[config.mk]
export PLATFORM = sky130hd
export DESIGN_NAME = scan_config_loader_flat
export DESIGN_NICKNAME = d
export VERILOG_FILES = /design/src/rtl/scan_config_loader_if.sv /design/src/rtl/scan_config_loader.sv /design/src/flat_wrapper.sv
export SDC_FILE = /design/constraint.sdc
export NUM_CORES = 1
export LEC_CHECK = 0
export BUFFER_PORTS_ARGS = -buffer_cell sky130_fd_sc_hd__buf_2
export CELL_PAD_IN_SITES_DETAIL_PLACEMENT = 0
export CELL_PAD_IN_SITES_GLOBAL_PLACEMENT = 1
export CORE_AREA = 2 2 103 105
export CTS_CLUSTER_SIZE = 40
export DETAILED_ROUTE_END_ITERATION = 12
export DIE_AREA = 0 0 105 107
export PLACE_DENSITY_LB_ADDON = 0.1
export RECOVER_POWER = 25
export SLEW_MARGIN = 40
export SYNTH_ARGS = -nofsm -noshare
export SYNTH_HDL_FRONTEND = slang
export SYNTH_SLANG_ARGS = --single-unit
[constraint.sdc]
create_clock -name PCLK -period 2.5 [get_ports PCLK]
set_input_delay 0.5 -clock PCLK [delete_from_list [all_inputs] [get_ports PCLK]]
set_output_delay 0.5 -clock PCLK [all_outputs]
set_load 0.02 [all_outputs]
[src/rtl/scan_config_loader_if.sv]
// Host-side bitstream stream into the scan configuration loader:
// a start request plus a valid/ready word channel.
interface scan_config_loader_if #(
  parameter int WORD_W = 8
);
  logic              START;
  logic [WORD_W-1:0] DIN;
  logic              DIN_VALID;
  logic              DIN_READY;

  modport master (
    output START,
    output DIN,
    output DIN_VALID,
    input  DIN_READY
  );

  modport slave (
    input  START,
    input  DIN,
    input  DIN_VALID,
    output DIN_READY
  );
endinterface

[src/rtl/scan_config_loader.sv]
// Scan-chain configuration master: serialises host words LSB-first into the fabric
// chain, then recirculates the chain once and compares a readback CRC-16 against the load CRC.
module scan_config_loader #(
  parameter int CHAIN_LEN = 1024,
  parameter int WORD_W    = 8,
  parameter int CNT_W     = 16
) (
  input  logic                 PCLK,
  input  logic                 RESET,
  scan_config_loader_if.slave  host,
  output logic                 SE,
  output logic                 CHAIN_SIN,
  input  logic                 CHAIN_SOUT,
  output logic                 BUSY,
  output logic                 DONE,
  output logic                 ERROR,
  output logic [15:0]          CRC_OUT
);

  localparam int BC_W = $clog2(WORD_W + 1);
  localparam logic [CNT_W-1:0] LEN_C    = CNT_W'(CHAIN_LEN);
  localparam logic [CNT_W-1:0] LAST_C   = CNT_W'(CHAIN_LEN - 1);
  localparam logic [CNT_W-1:0] CNT_ZERO = {CNT_W{1'b0}};
  localparam logic [CNT_W-1:0] CNT_ONE  = {{(CNT_W-1){1'b0}}, 1'b1};
  localparam logic [BC_W-1:0]  BUF_ZERO = {BC_W{1'b0}};
  localparam logic [BC_W-1:0]  BUF_ONE  = {{(BC_W-1){1'b0}}, 1'b1};
  localparam logic [BC_W-1:0]  BUF_FULL = BC_W'(WORD_W);
  localparam logic [BC_W-1:0]  BUF_M1   = BC_W'(WORD_W - 1);

  typedef enum logic [1:0] {
    IDLE   = 2'd0,
    LOAD   = 2'd1,
    VERIFY = 2'd2,
    FINISH = 2'd3
  } state_t;

  state_t            state;
  logic [CNT_W-1:0]  bit_cnt;
  logic [WORD_W-1:0] buf_data;
  logic [BC_W-1:0]   buf_cnt;
  logic [15:0]       crc_load;
  logic [15:0]       crc_rb;
  logic              se_q;
  logic              sin_q;

  logic              buf_empty;
  logic              buf_last;
  logic              room;
  logic              ready;
  logic              xfer;
  logic              issue;
  logic              issue_bit;

  // CRC-16/CCITT single-bit update, MSB-first register
  function automatic logic [15:0] crc16_step(input logic [15:0] crc, input logic din_bit);
    logic fb;
    fb = crc[15] ^ din_bit;
    return {crc[14:0], 1'b0} ^ (fb ? 16'h1021 : 16'h0000);
  endfunction

  // Word-buffer handshake and selection of the bit issued this cycle
  always_comb begin
    buf_empty = (buf_cnt == BUF_ZERO);
    buf_last  = (buf_cnt == BUF_ONE);
    room      = (bit_cnt < LEN_C);
    ready     = (state == LOAD) && room && (buf_empty || buf_last);
    xfer      = ready && host.DIN_VALID;
    // An empty buffer is bypassed so the first bit of a fresh word goes out on acceptance
    issue     = (state == LOAD) && room && (!buf_empty || xfer);
    issue_bit = buf_empty ? host.DIN[0] : buf_data[0];
  end

  assign host.DIN_READY = ready;
  assign SE             = se_q;
  assign CHAIN_SIN      = (state == VERIFY) ? CHAIN_SOUT : sin_q;

  // Sequencer: load, verify recirculation, result capture
  always_ff @(posedge PCLK) begin
    if (RESET) begin
      state    <= IDLE;
      bit_cnt  <= CNT_ZERO;
      buf_data <= {WORD_W{1'b0}};
      buf_cnt  <= BUF_ZERO;
      crc_load <= 16'hFFFF;
      crc_rb   <= 16'hFFFF;
      se_q     <= 1'b0;
      sin_q    <= 1'b0;
      BUSY     <= 1'b0;
      DONE     <= 1'b0;
      ERROR    <= 1'b0;
      CRC_OUT  <= 16'h0000;
    end else begin
      case (state)
        IDLE: begin
          se_q <= 1'b0;
          if (host.START) begin
            state    <= LOAD;
            bit_cnt  <= CNT_ZERO;
            buf_data <= {WORD_W{1'b0}};
            buf_cnt  <= BUF_ZERO;
            crc_load <= 16'hFFFF;
            crc_rb   <= 16'hFFFF;
            BUSY     <= 1'b1;
            DONE     <= 1'b0;
            ERROR    <= 1'b0;
          end else begin
            state <= IDLE;
          end
        end
        LOAD: begin
          if (!room) begin
            // Last loaded bit is shifting in now; leftover buffer bits are dropped
            state   <= VERIFY;
            bit_cnt <= CNT_ZERO;
            buf_cnt <= BUF_ZERO;
            se_q    <= 1'b1;
            sin_q   <= 1'b0;
          end else begin
            se_q <= issue;
            if (issue) begin
              sin_q    <= issue_bit;
              bit_cnt  <= bit_cnt + CNT_ONE;
              crc_load <= crc16_step(crc_load, issue_bit);
            end else begin
              sin_q <= sin_q;
            end
            if (xfer && !buf_empty) begin
              buf_data <= host.DIN;
              buf_cnt  <= BUF_FULL;
            end else if (xfer) begin
              buf_data <= {1'b0, host.DIN[WORD_W-1:1]};
              buf_cnt  <= BUF_M1;
            end else if (!buf_empty) begin
              buf_data <= {1'b0, buf_data[WORD_W-1:1]};
              buf_cnt  <= buf_cnt - BUF_ONE;
            end else begin
              buf_data <= buf_data;
              buf_cnt  <= buf_cnt;
            end
          end
        end
        VERIFY: begin
          crc_rb <= crc16_step(crc_rb, CHAIN_SOUT);
          if (bit_cnt == LAST_C) begin
            state <= FINISH;
            se_q  <= 1'b0;
            BUSY  <= 1'b0;
          end else begin
            bit_cnt <= bit_cnt + CNT_ONE;
          end
        end
        FINISH: begin
          state   <= IDLE;
          DONE    <= 1'b1;
          ERROR   <= (crc_rb != crc_load);
          CRC_OUT <= crc_load;
        end
        default: begin
          state <= IDLE;
          se_q  <= 1'b0;
          BUSY  <= 1'b0;
        end
      endcase
    end
  end

endmodule
[src/flat_wrapper.sv]
// flat-port wrapper written by rule: the top's interface ports become plain ports
module scan_config_loader_flat 
#(
  parameter int CHAIN_LEN = 1024,
  parameter int WORD_W    = 8,
  parameter int CNT_W     = 16
)
  (PCLK, RESET, SE, CHAIN_SIN, CHAIN_SOUT, BUSY, DONE, ERROR, CRC_OUT, host_START, host_DIN, host_DIN_VALID, host_DIN_READY);
  scan_config_loader_if #(.WORD_W(WORD_W)) host_i ();
  input  logic PCLK;
  input  logic RESET;
  output logic SE;
  output logic CHAIN_SIN;
  input  logic CHAIN_SOUT;
  output logic BUSY;
  output logic DONE;
  output logic ERROR;
  output logic [15:0] CRC_OUT;
  input wire logic [$bits(host_i.START)-1:0] host_START;
  input wire logic [$bits(host_i.DIN)-1:0] host_DIN;
  input wire logic [$bits(host_i.DIN_VALID)-1:0] host_DIN_VALID;
  output wire logic [$bits(host_i.DIN_READY)-1:0] host_DIN_READY;
  assign host_i.START = host_START;
  assign host_i.DIN = host_DIN;
  assign host_i.DIN_VALID = host_DIN_VALID;
  assign host_DIN_READY = host_i.DIN_READY;
  scan_config_loader #(.CHAIN_LEN(CHAIN_LEN), .WORD_W(WORD_W), .CNT_W(CNT_W)) u_core (.PCLK(PCLK), .RESET(RESET), .host(host_i), .SE(SE), .CHAIN_SIN(CHAIN_SIN), .CHAIN_SOUT(CHAIN_SOUT), .BUSY(BUSY), .DONE(DONE), .ERROR(ERROR), .CRC_OUT(CRC_OUT));
endmodule
==> summary.md <==
| Metric | Value |
|---|---|
| Final worst slack | `0.215 ns` |
| Clock sink count | `83` |
| Crit-path slowest cell | `dfxtp_1` |
| Synth top area cells | `dfxtp_1, mux2i_1, xor2_1` |
| #FFs+latches synth | `83` |
| Core area | `10100 sq um` |
| Leakage | `1.56 nW` |
| Number of flops mapped to enable cells by yosys | `0` |
| Inserted Clock Buffers | `9` |
| Fillers | `1072` |
| Final hold viol count | `0` |
| Postcts setup bufs | `0` |
| Worst setup EP type | `primary output` |
| Critical Path Source Type | `register` |
| Status | `completed` |
| Critical Path Max Stage Delay | `0.39 ns` |
| Row count | `37` |
| Global route overflow | `0` |
| Max-cap viol count | `0` |
| Vias in the first global route | `3032` |
| Antenna Violating Nets Remaining | `0` |
| Slew Viols, Final | `0` |
| TritonCTS clock tree | `done` |
| Vias | `3156` |
| N_diodes | `0` |
| Critical Path RT | `2.00 ns` |
| Worst-case vdd ir drop | `0.444 mV` |
| RePlAce Congestion | `0.869` |
| Drt first pass iters | `4` |
| Finish-stage setup viols | `0` |
| Ys flop type | `dfxtp_1` |
| Leading area contributor after synthesis | `dfxtp_1` |
| Cts hold-fix bufs | `0` |
| RSZ-0062 raised after global routing | `no` |
| TNS Setup | `0 ns` |
| Top-level port count | `35` |
| Min-delay worst type | `in -> reg` |
| Clock Skew | `0.0105 ns` |
| Die area | `11200 sq um` |
| Cells after Synth | `413` |
| GRT Resource Usage Total | `17.1%` |
| Die H | `107 um` |
| Die Width | `105 um` |
| DR vias/cell | `5.34` |
| Initial Util | `38.9%` |
| Layout cells sized above 1 | `15.2%` |
| Clock network fraction of design power | `29.6%` |
| Part of the power in combinational logic | `31.8%` |
| Post-Syn Area | `3920 sq um` |
| Root Buffer | `clkbuf_8` |
| Max Freq | `438 MHz` |
| DRC | `0` |
| Worst path arrival time | `1.79 ns` |
| Cell family with most CP delay | `simple AND/OR/NAND/NOR gates` |
| Initial antenna violation count | `0` |
| Synth Net Count | `433` |
| Worst-path clk slew | `0.09 ns` |
| Post-synthesis average cell area | `9.49 sq um` |
| Post-synth top area share | `42.4%` |
| Hpwl dp | `6.34 mm` |
| Register area share after synthesis | `42.4%` |
| Switching pwr | `0.00134 W` |
| Dpl ws | `0.270 ns` |
| First-pass GRT wire length | `15.3 mm` |
| Slew HR | `49.4%` |
| Total Routed Length | `8.94 mm` |
| Least-Margin Pin Slew | `0.757 ns` |
| Distinct cells, synth | `54` |
| Largest net degree at the start of global routing | `22` |
| Port-buffer cells | `34` |
| WP buf/inv | `2` |
| Routed WL per cell | `15.1 um` |
| Fin crit share | `91.4%` |
| Switching share of power | `35.3%` |
| Flop pwr share | `38.6%` |
| Finished Core Util | `44.2%` |
| Ys async rst share | `0%` |
| Area of the multi-input gates | `2110 sq um` |
| Synth warnings | `0` |
| Register Area | `1660 sq um` |
| Worst Path Max Fanout | `7` |
| DRT iter0 DRCs | `129` |
| Area Overhead vs Synth | `13.8%` |
| Post-CTS sizing | `0` |
| Worst-path cell chain | `nor4_4 > buf_4 > nand3_2 > nor2_1 > buf_2` |
| Final period demand of the worst path | `2.29 ns` |
| Final nets | `470` |
| Worst-Skew Late Latency | `0.37 ns` |
| Worst setup path class | `reg -> out` |
| Power, Total | `0.00379 W` |
| Clock H-tree levels | `3` |
| Pwr per Cell Area | `849 nW/um^2` |
| Int Pwr | `0.00245 W` |
| Clock tree buffer depth | `2` |
[cell type report]
type                       count  area share [%]
sequential                    83            37.3
tap                          136            3.81
clock buffer                   9            2.78
clock inverter                 7            2.36
inverter                       8           0.673
multi-input combinational    299            47.3
timing repair buffer          49            5.86
[per-stage QoR]
stage	hold WS (ns)	instances	cell area, sq um
after floorplan	0.432	413	3920
after global placement	0.446	575	4250
after detailed placement	0.448	575	4250
after CTS	0.362	591	4480
after global routing	0.374	591	4460
final	0.379	591	4460
[path summary, 6_finish.rpt]
| kind | slack, ns | from | cells past startpoint | to |
|---|---|---|---|---|
| min reg2reg | 0.47 | u_core.buf_data[4] | 1 | u_core.buf_data[4] |
| min | 0.38 | host_DIN[7] | 2 | u_core.buf_data[7] |
| max | 0.21 | u_core.bit_cnt[10] | 5 | host_DIN_READY |
| max reg2reg | 0.26 | u_core.state[0] | 7 | u_core.bit_cnt[12] |
[cell families (layout without fill, tap and decap cells)]
group / count (synthesis) / in the layout / synth area share [%]
compound gates: 100 / 100 / 16.9
mux: 35 / 35 / 9.19
xor+xnor: 23 / 23 / 5.14
buf+inv: 31 / 73 / 3.86
flops: 83 / 83 / 42.4
fa+ha+maj: 7 / 7 / 2.23
simple gates: 134 / 134 / 20.3
[worst register-to-register path, stage by stage (launching register included)]
cell and delay, ns:
dfxtp_1 0.39, inv_1 0.08, ha_1 0.26, nor2b_1 0.16
nor2_1 0.15, o211ai_2 0.36, or4_1 0.61, a21oi_1 0.15
[cells in the final DEF, fill, tap and decap left out, drive strengths merged, types with 3 or more instances in the layout]
cell,netlist,final
xnor2,4,4
a31oi,6,6
clkbuf,12,25
mux2i,27,27
nor3,9,9
nand4b,4,4
or4,6,6
buf,11,33
nor4,8,8
o22ai,16,16
xor2,19,19
and3,4,4
or3,3,3
o22a,14,14
o2bb2ai,7,7
nor2,37,37
nand2b,22,22
o211ai,3,3
dfxtp,83,83
inv,8,12
mux2,8,8
nand3,11,11
nand2,10,10
nand4,6,6
nor3b,4,4
a21oi,26,26
o21ai,18,18
ha,7,7
[cell usage after synthesis, types with 7 or more instances]
| library cell | instances |
|---|---|
| o21ai_1 | 9 |
| clkbuf_1 | 12 |
| nor2_1 | 36 |
| nand3_1 | 9 |
| o22a_1 | 14 |
| xor2_1 | 19 |
| ha_1 | 7 |
| nand2b_1 | 22 |
| inv_1 | 8 |
| mux2i_1 | 27 |
| o22ai_1 | 16 |
| a21oi_1 | 26 |
| o2bb2ai_1 | 7 |
| mux2_2 | 8 |
| o21ai_0 | 9 |
| nor3_1 | 8 |
| dfxtp_1 | 83 |
| nand2_1 | 10 |
[metal layers]
layer  vias to the layer above  global-route usage (%)  share of wire (%)
met2                        47                    26.4                 46
li1                       1595                       -                  -
met3                        12                    4.19                2.9
met5                         -                       0                  0
met4                         0                    7.33                2.0
met1                      1502                    22.8                 49
[registers in the layout (all words and copies together) (netlist names)]
name,count
u_core.BUSY,1
u_core.CRC_OUT,16
u_core.DONE,1
u_core.ERROR,1
u_core.SE,1
u_core.bit_cnt,16
u_core.buf_cnt,4
u_core.buf_data,8
u_core.crc_load,16
u_core.crc_rb,16
u_core.sin_q,1
u_core.state,2
[power groups by stage]
stage | clock, W | combinational, W | sequential [W]
after floorplan | 0 | 0.000901 | 0.00152
after global placement | 0 | 0.00122 | 0.00149
after detailed placement | 0 | 0.00122 | 0.00149
after CTS | 0.00117 | 0.00122 | 0.00146
after global routing | 0.00121 | 0.00134 | 0.00147
final | 0.00112 | 0.00120 | 0.00146
Note: power is estimated with default switching activity, not from simulation.
